==> config.mk <==
export PLATFORM = sky130hd
export DESIGN_NAME = rgb_pwm_fader
export DESIGN_NICKNAME = d
export VERILOG_FILES = /design/src/rtl/rgb_pwm_fader.sv
export SDC_FILE = /design/constraint.sdc
export NUM_CORES = 1
export LEC_CHECK = 0
export BUFFER_PORTS_ARGS = -buffer_cell sky130_fd_sc_hd__buf_2
export CAP_MARGIN = 25
export CORE_MARGIN = 1.5
export CORE_UTILIZATION = 35
export DETAILED_ROUTE_END_ITERATION = 12
export GPL_ROUTABILITY_DRIVEN = 0
export HOLD_SLACK_MARGIN = 0.05
export PLACE_DENSITY = 0.59
export RECOVER_POWER = 50
export SKIP_LAST_GASP = 1
export SYNTH_ARGS = -nofsm -noshare
export SYNTH_HDL_FRONTEND = slang
export SYNTH_SLANG_ARGS = --single-unit
==> constraint.sdc <==
create_clock -name clk -period 5.85 [get_ports clk]
set_input_delay 0.585 -clock clk [delete_from_list [all_inputs] [get_ports clk]]
set_output_delay 0.585 -clock clk [all_outputs]
set_load 0.03 [all_outputs]
==> src/rtl/rgb_pwm_fader.sv <==
// rgb_pwm_fader: accepts 3-channel brightness targets over valid/ready, ramps each
// channel one LSB per fade step toward its target and drives registered PWM LED pins.
// The applied duty is reloaded only at a PWM period boundary, so a period is never cut mid-way.
module rgb_pwm_fader #(
  parameter int PWM_W      = 8,
  parameter int STEP_DIV   = 1000,
  parameter int PRESC_W    = 16,
  parameter int ACTIVE_LOW = 1
) (
  input  logic               clk,
  input  logic               rst_n,
  input  logic               cmd_valid,
  output logic               cmd_ready,
  input  logic [3*PWM_W-1:0] cmd_rgb,
  output logic               busy,
  output logic               led_red,
  output logic               led_green,
  output logic               led_blue
);

  typedef enum logic {IDLE, FADE} state_t;

  localparam logic [PRESC_W-1:0] PRESC_LAST = PRESC_W'(STEP_DIV - 1);
  localparam logic               PIN_OFF    = (ACTIVE_LOW != 0) ? 1'b1 : 1'b0;

  state_t state, state_nxt;

  // Channel index 2 = red, 1 = green, 0 = blue, matching the cmd_rgb packing.
  logic [2:0][PWM_W-1:0] work, applied, target, step_work;
  logic [PWM_W-1:0]      pwm_cnt;
  logic [PRESC_W-1:0]    presc;
  logic                  accept, step, settle;

  assign accept = cmd_valid && cmd_ready;
  assign step   = (state == FADE) && (presc == PRESC_LAST);
  assign settle = step && (step_work == target);

  // Working duty after one fade step: each channel moves one LSB toward target, never past it.
  always_comb begin
    step_work = work;
    for (int unsigned i = 0; i < 3; i++) begin
      if (work[i] < target[i]) begin
        step_work[i] = work[i] + PWM_W'(1);
      end else if (work[i] > target[i]) begin
        step_work[i] = work[i] - PWM_W'(1);
      end
    end
  end

  // FSM state register.
  always_ff @(posedge clk or negedge rst_n) begin
    if (!rst_n) begin
      state <= IDLE;
    end else begin
      state <= state_nxt;
    end
  end

  // FSM next state: start a fade only when the new target differs; leave on the settling step.
  always_comb begin
    state_nxt = state;
    case (state)
      IDLE: if (accept && (cmd_rgb != work)) state_nxt = FADE;
      FADE: if (settle) state_nxt = IDLE;
      default: state_nxt = IDLE;
    endcase
  end

  // FSM outputs.
  always_comb begin
    cmd_ready = (state == IDLE);
    busy      = (state == FADE);
  end

  // Fade datapath: target latch, step prescaler and working duties.
  always_ff @(posedge clk or negedge rst_n) begin
    if (!rst_n) begin
      target <= '0;
      presc  <= '0;
      work   <= '0;
    end else begin
      if (accept) begin
        target <= cmd_rgb;
        presc  <= '0;
      end else if (state == FADE) begin
        presc <= step ? '0 : presc + PRESC_W'(1);
      end
      if (step) begin
        work <= step_work;
      end
    end
  end

  // PWM counter and period-boundary reload of the applied duty.
  always_ff @(posedge clk or negedge rst_n) begin
    if (!rst_n) begin
      pwm_cnt <= '0;
      applied <= '0;
    end else begin
      pwm_cnt <= pwm_cnt + PWM_W'(1);
      if (pwm_cnt == '1) begin
        applied <= work;
      end
    end
  end

  // Registered LED pins: lit while the counter is below the applied duty.
  always_ff @(posedge clk or negedge rst_n) begin
    if (!rst_n) begin
      led_red   <= PIN_OFF;
      led_green <= PIN_OFF;
      led_blue  <= PIN_OFF;
    end else begin
      led_red   <= (pwm_cnt < applied[2]) ? ~PIN_OFF : PIN_OFF;
      led_green <= (pwm_cnt < applied[1]) ? ~PIN_OFF : PIN_OFF;
      led_blue  <= (pwm_cnt < applied[0]) ? ~PIN_OFF : PIN_OFF;
    end
  end

endmodule

==> Yosys cells after proc, flatten, opt, wreduce, memory -nomap -nowiden <==
Index checks and enable logic that the tools add are counted.
{ "totals": {"wordCells": 57, "reg_bits": 100, "in_bits": 27, "out_inout_bits": 5} }
{ "classes": {"eq_ne": 4, "mux": 15, "addsub": 8, "n_lt_le_gt_ge": 9, "n_reduce_logical": 5, "bitwise": 1} }
{ "ops": {"columns": ["operator", "n"], "rows": [
  ["8-bit < comparator", 6],
  ["16-bit 2-to-1 mux", 3],
  ["8-bit 2-to-1 mux", 6],
  ["8-bit by 1-bit adder with 8-bit output (second input constant)", 4],
  ["24-bit == test", 1],
  ["8-bit > comparator", 3],
  ["24-bit != test", 1],
  ["8-bit by 1-bit subtractor with 8-bit output (second input constant)", 3],
  ["16-bit by 1-bit adder with 16-bit output (second input constant)", 1],
  ["16-bit by 10-bit == test with 1-bit output (second input constant)", 1],
  ["8-bit == test (second input constant)", 1],
  ["1-bit 2-to-1 mux", 5],
  ["1-bit logical AND", 4],
  ["1-bit one-hot mux with 2 select lines", 1],
  ["2-bit nonzero test", 1],
  ["1-bit inverter", 1]
]} }

==> Depth between registers and ports, before layout <==
Gate-level depths: netlist of run 1.
{ "logic_depth": {"depth_word": 7, "depth_mapped": 12, "depth_no_buf": 11} }

==> Worst setup path after synthesis of run 1 <==
No wires, ideal clock.
{ "synth_timing": {"path_type": "register to register", "start": "register work[16] (netlist bit)", "end": "register state, in the netlist busy", "t_arrival_ns": 3.026, "setup_ns": 0.136, "path_buffers": 1, "stages_incl_launch_ff": 13, "path_slack_ns": 2.688, "t_required_ns": 5.714, "synth_period_minus_slack_ns": 3.162, "path_cell_list": "dfrtp_1 -> clkbuf_1 -> inv_1 -> ha_1 -> and4_4 -> and2_4 -> or4_4 -> a2111o_1 -> o32a_1 -> a32oi_1 -> nand4_1 -> nor4_1 -> a31oi_1"} }
{ "synth_via": {"elab_chain_cells": 7, "word_cells_on_any_way": 13, "cone_classes": "2 x add/sub; 2 x order compare; 2 x eq/ne; 5 x mux; 2 x reduce/logical"} }
{ "synth_rtl": {"columns": ["item", "line", "source"], "rows": [
  ["start, declared", "29", "logic [2:0][PWM_W-1:0] work, applied, target, step_work;"],
  ["start signal, assigned", "89", "work <= step_work;"],
  ["8-bit by 1-bit subtractor with 8-bit output / 8-bit > comparator (equally long branches)", "45, 44", null],
  ["8-bit 2-to-1 mux", "44", "end else if (work[i] > target[i]) begin"],
  ["8-bit 2-to-1 mux", "42", "if (work[i] < target[i]) begin"],
  ["24-bit == test", "36", "assign settle = step && (step_work == target);"],
  ["1-bit logical AND", "36", null],
  ["1-bit 2-to-1 mux", "64", "FADE: if (settle) state_nxt = IDLE;"],
  ["1-bit one-hot mux with 2 select lines *", "62", "case (state)"],
  ["named net state_nxt", "26", "state_t state, state_nxt;"],
  ["end signal, assigned", "55", "state <= state_nxt;"],
  ["end, declared", "26", null]
]} }
The timed path passes the listed nets; every way through them passes the cells marked *.
A chain may end at the register's enable or synchronous reset.

==> Worst setup path after layout of run 1 <==
Same ends and word-level chain as after synthesis.

==> flow_metrics.tcl, run 1 <==
set metrics [dict create \
    status "finished, violations left" \
    violations "capacitance limit, slew limit" \
    design_area_um2 7350 \
    grt_pass1_vias 5350 \
    dr.pass1.iters 5 \
    grt_remaining_overflow 0 \
    cpMostUsedCell "a2111oi_0" \
    critical_path_arrival_ns 3.73 \
    finalCriticalPeriod_ns 3.52 \
    path_class "reg2reg" \
    clockPowerShare_pct 30.8 \
    swShare_pct 33.5 \
    end_kind "flip-flop" \
    synthTopCellsByArea "dfrtp_1 36%, ha_1 9.9%, o21ai_0 6.6%" \
    cp_cell_sequence "inv_1, ha_1, nor2b_1, o211a_1, o21ai_1, a2111oi_0, nor3_1, a2111oi_0, nand4_1, nor4_1, a31oi_1" \
    post-cts-setup-buffers 0 \
    cts_tree "yes" \
    antenna_found_initial 0 \
    netlist_area_um2 6720 \
    grt_max_degree 57 \
    syn_to_final_growth_pct 9.46 \
    hp-class "in2reg" \
    slew_headroom_pct -65.4 \
    skew_ns 0.00963 \
    die_x_um 142 \
    drive_above_1_share_pct 9.54 \
    die_h_um 142 \
    grt_pass1_wl_um 28200 \
    portBuffers 31 \
    slew_violations 93 \
    root_buffer "clkbuf_16" \
    yosysMostFrequentCell "dfrtp_1" \
    yosysTopAreaCell "dfrtp_1" \
    synthSimpleGateAreaFrac_pct 17.4 \
    crit_path_top_delay_cell "a2111oi_0" \
    hold_path_end "target[11]$_DFFE_PN0P_" \
    cp-start-kind "flip-flop" \
    hold_buffers 0 \
    cp_top_family "compound AO/OA/AOI/OAI gates" \
    cp.required_ns 6.06 \
    initial_core_util_pct 35.8 \
    p_per_area_nw_per_um2 260 \
    p_leak_nw 3.28 \
    ys_warn_count 0 \
    finalHoldViolCount 0 \
    synth_cells 770 \
    drtIter0Drc 351 \
    p_int_mw 1.27 \
    timing.final.crit_share_pct 60.2 \
    setup_ws_ns 2.33 \
    vias 5522 \
    clockBufferDepth 2 \
    cp_max_fo 9 \
    cts_max_level 3 \
    synth_top_family_by_area "compound AO/OA/AOI/OAI gates" \
    r2r_cells 11 \
    viasPerCell 5.41 \
    wl_per_cell_um 16.7 \
    cts_buffers 9 \
    ir_drop_v 0.000155 \
    ctsResizeCount 0 \
    syn-num-nets 850 \
    regToRegStartpoint "work[16]$_DFFE_PN0P_" \
    synth_fa_ha_area_share_pct 9.87 \
    fin_util_pct 39.2 \
    core_area_um2 18800 \
    whs_path_depth 3 \
    synth_top_area_share_pct 36.1 \
    ys.flop_type "dfrtp_1" \
    synth_cell_types 56 \
    final_nets 861 \
    tightestPinTransition_ns 2.48 \
    multi_input_area_um2 3880 \
    synthMuxAreaShare_pct 1.66 \
    wl_um 17000 \
    die-area_um2 20000 \
    fin_hold_ws_ns 0.458 \
    r2r_slack_ns 2.33 \
    synthArstFlopShare_pct 100 \
    sequentialPowerShare_pct 43.8 \
    rsz0062_at_grt "false" \
    pwr-share-comb_pct 25.4 \
    synth_edf_count 0 \
    setup_viol 0 \
    fmax_ghz 0.284 \
    post_synth.cell_area_avg_um2 8.72 \
    dpl_cell_area_um2 7080 \
    slowest_delay_ns 0.82 \
    final_cells 1021 \
    hp-start "cmd_rgb[11]" \
    pre_cts_ws_ns 2.45 \
    path_clk_slew_ns 0.08 \
    placed_cells 1004 \
    cts_num_sinks 100 \
    grt_usage_pct 18.0 \
    crit_buf_inv 1 \
    r2r_end "busy$_DFF_PN0_" \
    num_io_pins 32 \
    synth-compound-area-share_pct 18.0 \
    clock_latency_ns 0.36 \
    fill_cells 1870 \
    total_power_mw 1.91 \
    setup_tns_ns 0 \
    hpwl_um 12600 \
    p_switching_mw 0.642 \
    ys_ff_latch 100 \
    synth_xor_area_share_pct 10.7 \
    rows 50 \
    seq_area_um2 2510 \
    yosysSeqAreaShare_pct 37.3 \
    detail-route-antenna-nets 0 \
    cap_violations 2 \
    synthTopCellsByCount "97 x dfrtp_1, 88 x o21ai_0, 79 x nand2_1, 56 x inv_1, 53 x ha_1" \
    drc 0 \
]
[state kept, by name, indices dropped and copies added, names as in the netlist]
| name | cells |
|---|---|
| busy | 1 |
| presc | 16 |
| led_red | 1 |
| led_blue | 1 |
| applied | 24 |
| work | 24 |
| target | 24 |
| led_green | 1 |
| pwm_cnt | 8 |
[worst max path at each step]
stage	start	depth (start not counted)	endpoint	slack (ns)
floorplan	work[16]$_DFFE_PN0P_	12	busy$_DFF_PN0_	2.69
global placement	work[16]$_DFFE_PN0P_	11	busy$_DFF_PN0_	2.50
detailed placement	work[16]$_DFFE_PN0P_	11	busy$_DFF_PN0_	2.45
CTS	work[16]$_DFFE_PN0P_	11	busy$_DFF_PN0_	2.39
global route	rst_n	2	work[4]$_DFFE_PN0P_	1.68
finish	work[16]$_DFFE_PN0P_	11	busy$_DFF_PN0_	2.33
[final cells by class]
class | count | area share, %
Antenna cell | 1 | 0.0340
Clock buffer | 9 | 3.06
Clock inverter | 7 | 0.783
Inverter | 56 | 2.86
Multi-Input combinational cell | 579 | 52.8
Sequential cell | 100 | 34.1
Tap cell | 234 | 3.98
Timing Repair Buffer | 35 | 2.42
[worst reg2reg max path, delay by kind of cell, from the launching register on]
| family | cells | cell delay (ns) |
|---|---|---|
| AOI/OAI and AO/OA | 5 | 1.75 |
| DFF | 1 | 0.56 |
| adders and majority gates | 1 | 0.22 |
| and+or+nand+nor | 4 | 0.70 |
| buffers and inverters | 1 | 0.16 |
[cells in the final DEF, fill, tap and decap left out, drive strengths merged, types with 6 or more instances in the layout]
cell type  synthesis  routed
nand3             20      20
nor3              16      16
nor2b              9       9
ha                53      53
nor2              44      44
and3              15      15
buf                3      32
o21a               6       6
clkbuf            32      12
nand2b             7       7
a21o              16      16
nand2             79      79
mux2               9       9
nor4              12      12
xor2              39      39
o211ai             9       9
xnor2             43      43
a21oi             29      29
nand4             15      15
inv               56      59
dfrtp             97      97
o21ai             89      89
[power groups by stage]
stage	sequential, mW	combinational [mW]	clock (mW)
2_1_floorplan	0.834	0.357	0
3_3_place_gp	0.850	0.477	0
3_5_place_dp	0.850	0.483	0
4_1_cts	0.838	0.485	0.610
5_1_grt	0.851	0.554	0.633
6_report	0.839	0.485	0.590
[logic make-up (layout without fill, tap and decap cells)]
kind of cell | after synthesis | in the layout
AND/OR/NAND/NOR | 239 | 239
AO/OA/AOI/OAI | 195 | 195
flip-flops | 100 | 100
buffers and inverters | 91 | 107
XOR/XNOR | 82 | 82
adder cells (fa/ha/maj) | 53 | 53
multiplexers | 10 | 10
other | 0 | 1
[layer usage]
| metal | up-vias | part of all wire [%] | track usage [%] |
|---|---|---|---|
| met5 | - | 0 | 0 |
| met4 | 0 | 2.8 | 7.22 |
| met3 | 26 | 4.3 | 3.04 |
| met2 | 138 | 46 | 28.7 |
| met1 | 2634 | 47 | 24.4 |
| li1 | 2724 | - | - |
Note: power is estimated with default switching activity, not from simulation.
==> run 2, diff against run 1 <==
Clock period 5.85 ns to 3.6 ns, I/O delays scaled along.
==> flow_metrics.tcl, run 2 (synthesized netlist as in run 1, its figures left out) <==
set metrics [dict create \
    wl_per_cell_um 16.8 \
    cts_max_level 3 \
    skew_ns 0.0109 \
    tightestPinTransition_ns 2.58 \
    cts_buffers 9 \
    setup_viol 0 \
    status "finished, violations left" \
    slew_violations 101 \
    die_h_um 142 \
    detail-route-antenna-nets 0 \
    hp-class "in2reg" \
    clockBufferDepth 2 \
    ctsResizeCount 0 \
    grt_max_degree 101 \
    violations "capacitance limit, slew limit" \
    grt_remaining_overflow 0 \
    slew_headroom_pct -71.8 \
    fin_hold_ws_ns 0.227 \
    hold_buffers 0 \
    core_area_um2 18800 \
    syn_to_final_growth_pct 12.2 \
    cp.required_ns 3.81 \
    grt_usage_pct 18.5 \
    cp-start-kind "flip-flop" \
    cts_tree "yes" \
    reg.largest.list "applied: 24 flops, target: 24 flops, work: 24 flops" \
    final_common_cell "dfrtp_1" \
    cts_num_sinks 100 \
    clock_latency_ns 0.36 \
    portBuffers 31 \
    root_buffer "clkbuf_16" \
    rsz0062_at_grt "false" \
    wl_um 17500 \
    critical_path_arrival_ns 3.46 \
    initial_core_util_pct 35.8 \
    end_kind "flip-flop" \
    path_clk_slew_ns 0.08 \
    dr.pass1.iters 5 \
    vias 5580 \
    dpl_cell_area_um2 7230 \
    setup_tns_ns 0 \
    setup_ws_ns 0.350 \
    finalCriticalPeriod_ns 3.25 \
    final_nets 880 \
    ir_drop_v 0.000260 \
    hpwl_um 12900 \
    final_cell_mix "97 x dfrtp_1, 88 x o21ai_0, 79 x nand2_1" \
    die_x_um 142 \
    cp_cell_sequence "ha_1, and4_4, and2_4, or4_4, a2111o_1, o32a_1, a32oi_1, nand4_1, nor4_1, a31oi_1" \
    n_antenna_cell 0 \
    design_area_um2 7540 \
    fmax_ghz 0.308 \
    p_leak_nw 3.40 \
    cp_max_fo 8 \
    fin_util_pct 40.2 \
    drive_above_1_share_pct 11.9 \
    rows 50 \
    die-area_um2 20000 \
    path_class "reg2reg" \
    timing.final.crit_share_pct 90.3 \
    drc 0 \
    grt_pass1_vias 5441 \
    slowest_delay_ns 0.49 \
    p_per_area_nw_per_um2 425 \
    fill_cells 1896 \
    pre_cts_ws_ns 0.378 \
    num_io_pins 32 \
    crit_path_top_delay_cell "dfrtp_1" \
    antenna_found_initial 0 \
    drtIter0Drc 259 \
    post-cts-setup-buffers 0 \
    finalHoldViolCount 0 \
    viasPerCell 5.37 \
    grt_pass1_wl_um 29100 \
    cap_violations 1 \
]
## run 2: cell count changes in the layout (fill, tap and decap cells not counted)
cell / change
clkbuf_4: +1
clkinv_8: +1
bufinv_16: +1
diode_2: -1
clkbuf_1: -2
clkinv_2: -2
buf_4: +20
## run 2: report_power, final
group	internal, mW	switching [mW]
logic	0.339	0.462
clock network	0.559	0.483
registers	1.25	0.107
total	2.15	1.05
## run 2: critical path, delay by kind of cell (launching register included)
| kind | cells | cell delay [ns] |
|---|---|---|
| and+or+nand+nor | 5 | 1.16 |
| AOI/OAI and AO/OA | 4 | 1.10 |
| DFF | 1 | 0.49 |
| adders and majority gates | 1 | 0.35 |
## run 2: through the flow
| stage | power, mW | instances |
|---|---|---|
| final | 3.20 | 1039 |
| after detailed placement | 2.18 | 1023 |
| after global routing | 3.40 | 1039 |
| after global placement | 2.16 | 1023 |
| after CTS | 3.24 | 1039 |
| after floorplan | 1.94 | 770 |
## run 2: routing by layer
| metal | part of all wire [%] | vias up | GRT usage (%) |
|---|---|---|---|
| li1 | - | 2758 | - |
| met1 | 48 | 2656 | 25.9 |
| met2 | 45 | 143 | 29.4 |
| met5 | 0 | - | 0 |
| met3 | 4.3 | 23 | 2.87 |
| met4 | 2.1 | 0 | 5.53 |
## run 2: path summary, 6_finish.rpt
| path | from | cells after the start | slack (ns) | to |
|---|---|---|---|---|
| min in group asynchronous | rst_n | 2 | 0.92 | work[18]$_DFFE_PN0P_ |
| max | work[22]$_DFFE_PN0P_ | 10 | 0.35 | busy$_DFF_PN0_ |
| min reg2reg | presc[9]$_DFFE_PN0P_ | 1 | 0.49 | presc[9]$_DFFE_PN0P_ |
| min | cmd_rgb[21] | 3 | 0.23 | target[21]$_DFFE_PN0P_ |
| max in group asynchronous | rst_n | 2 | 1.19 | target[5]$_DFFE_PN0P_ |
| max reg2reg | work[22]$_DFFE_PN0P_ | 10 | 0.35 | busy$_DFF_PN0_ |
## run 2: layout make-up
class                           count  area, µm²  share of cell area, %
Clock buffer                        9        225                   2.99
Clock inverter                      7       93.8                   1.25
Inverter                           56        210                   2.79
Multi-Input combinational cell    579       3880                   51.5
Sequential cell                   100       2510                   33.3
Tap cell                          234        293                   3.88
Timing Repair Buffer               54        328                   4.35
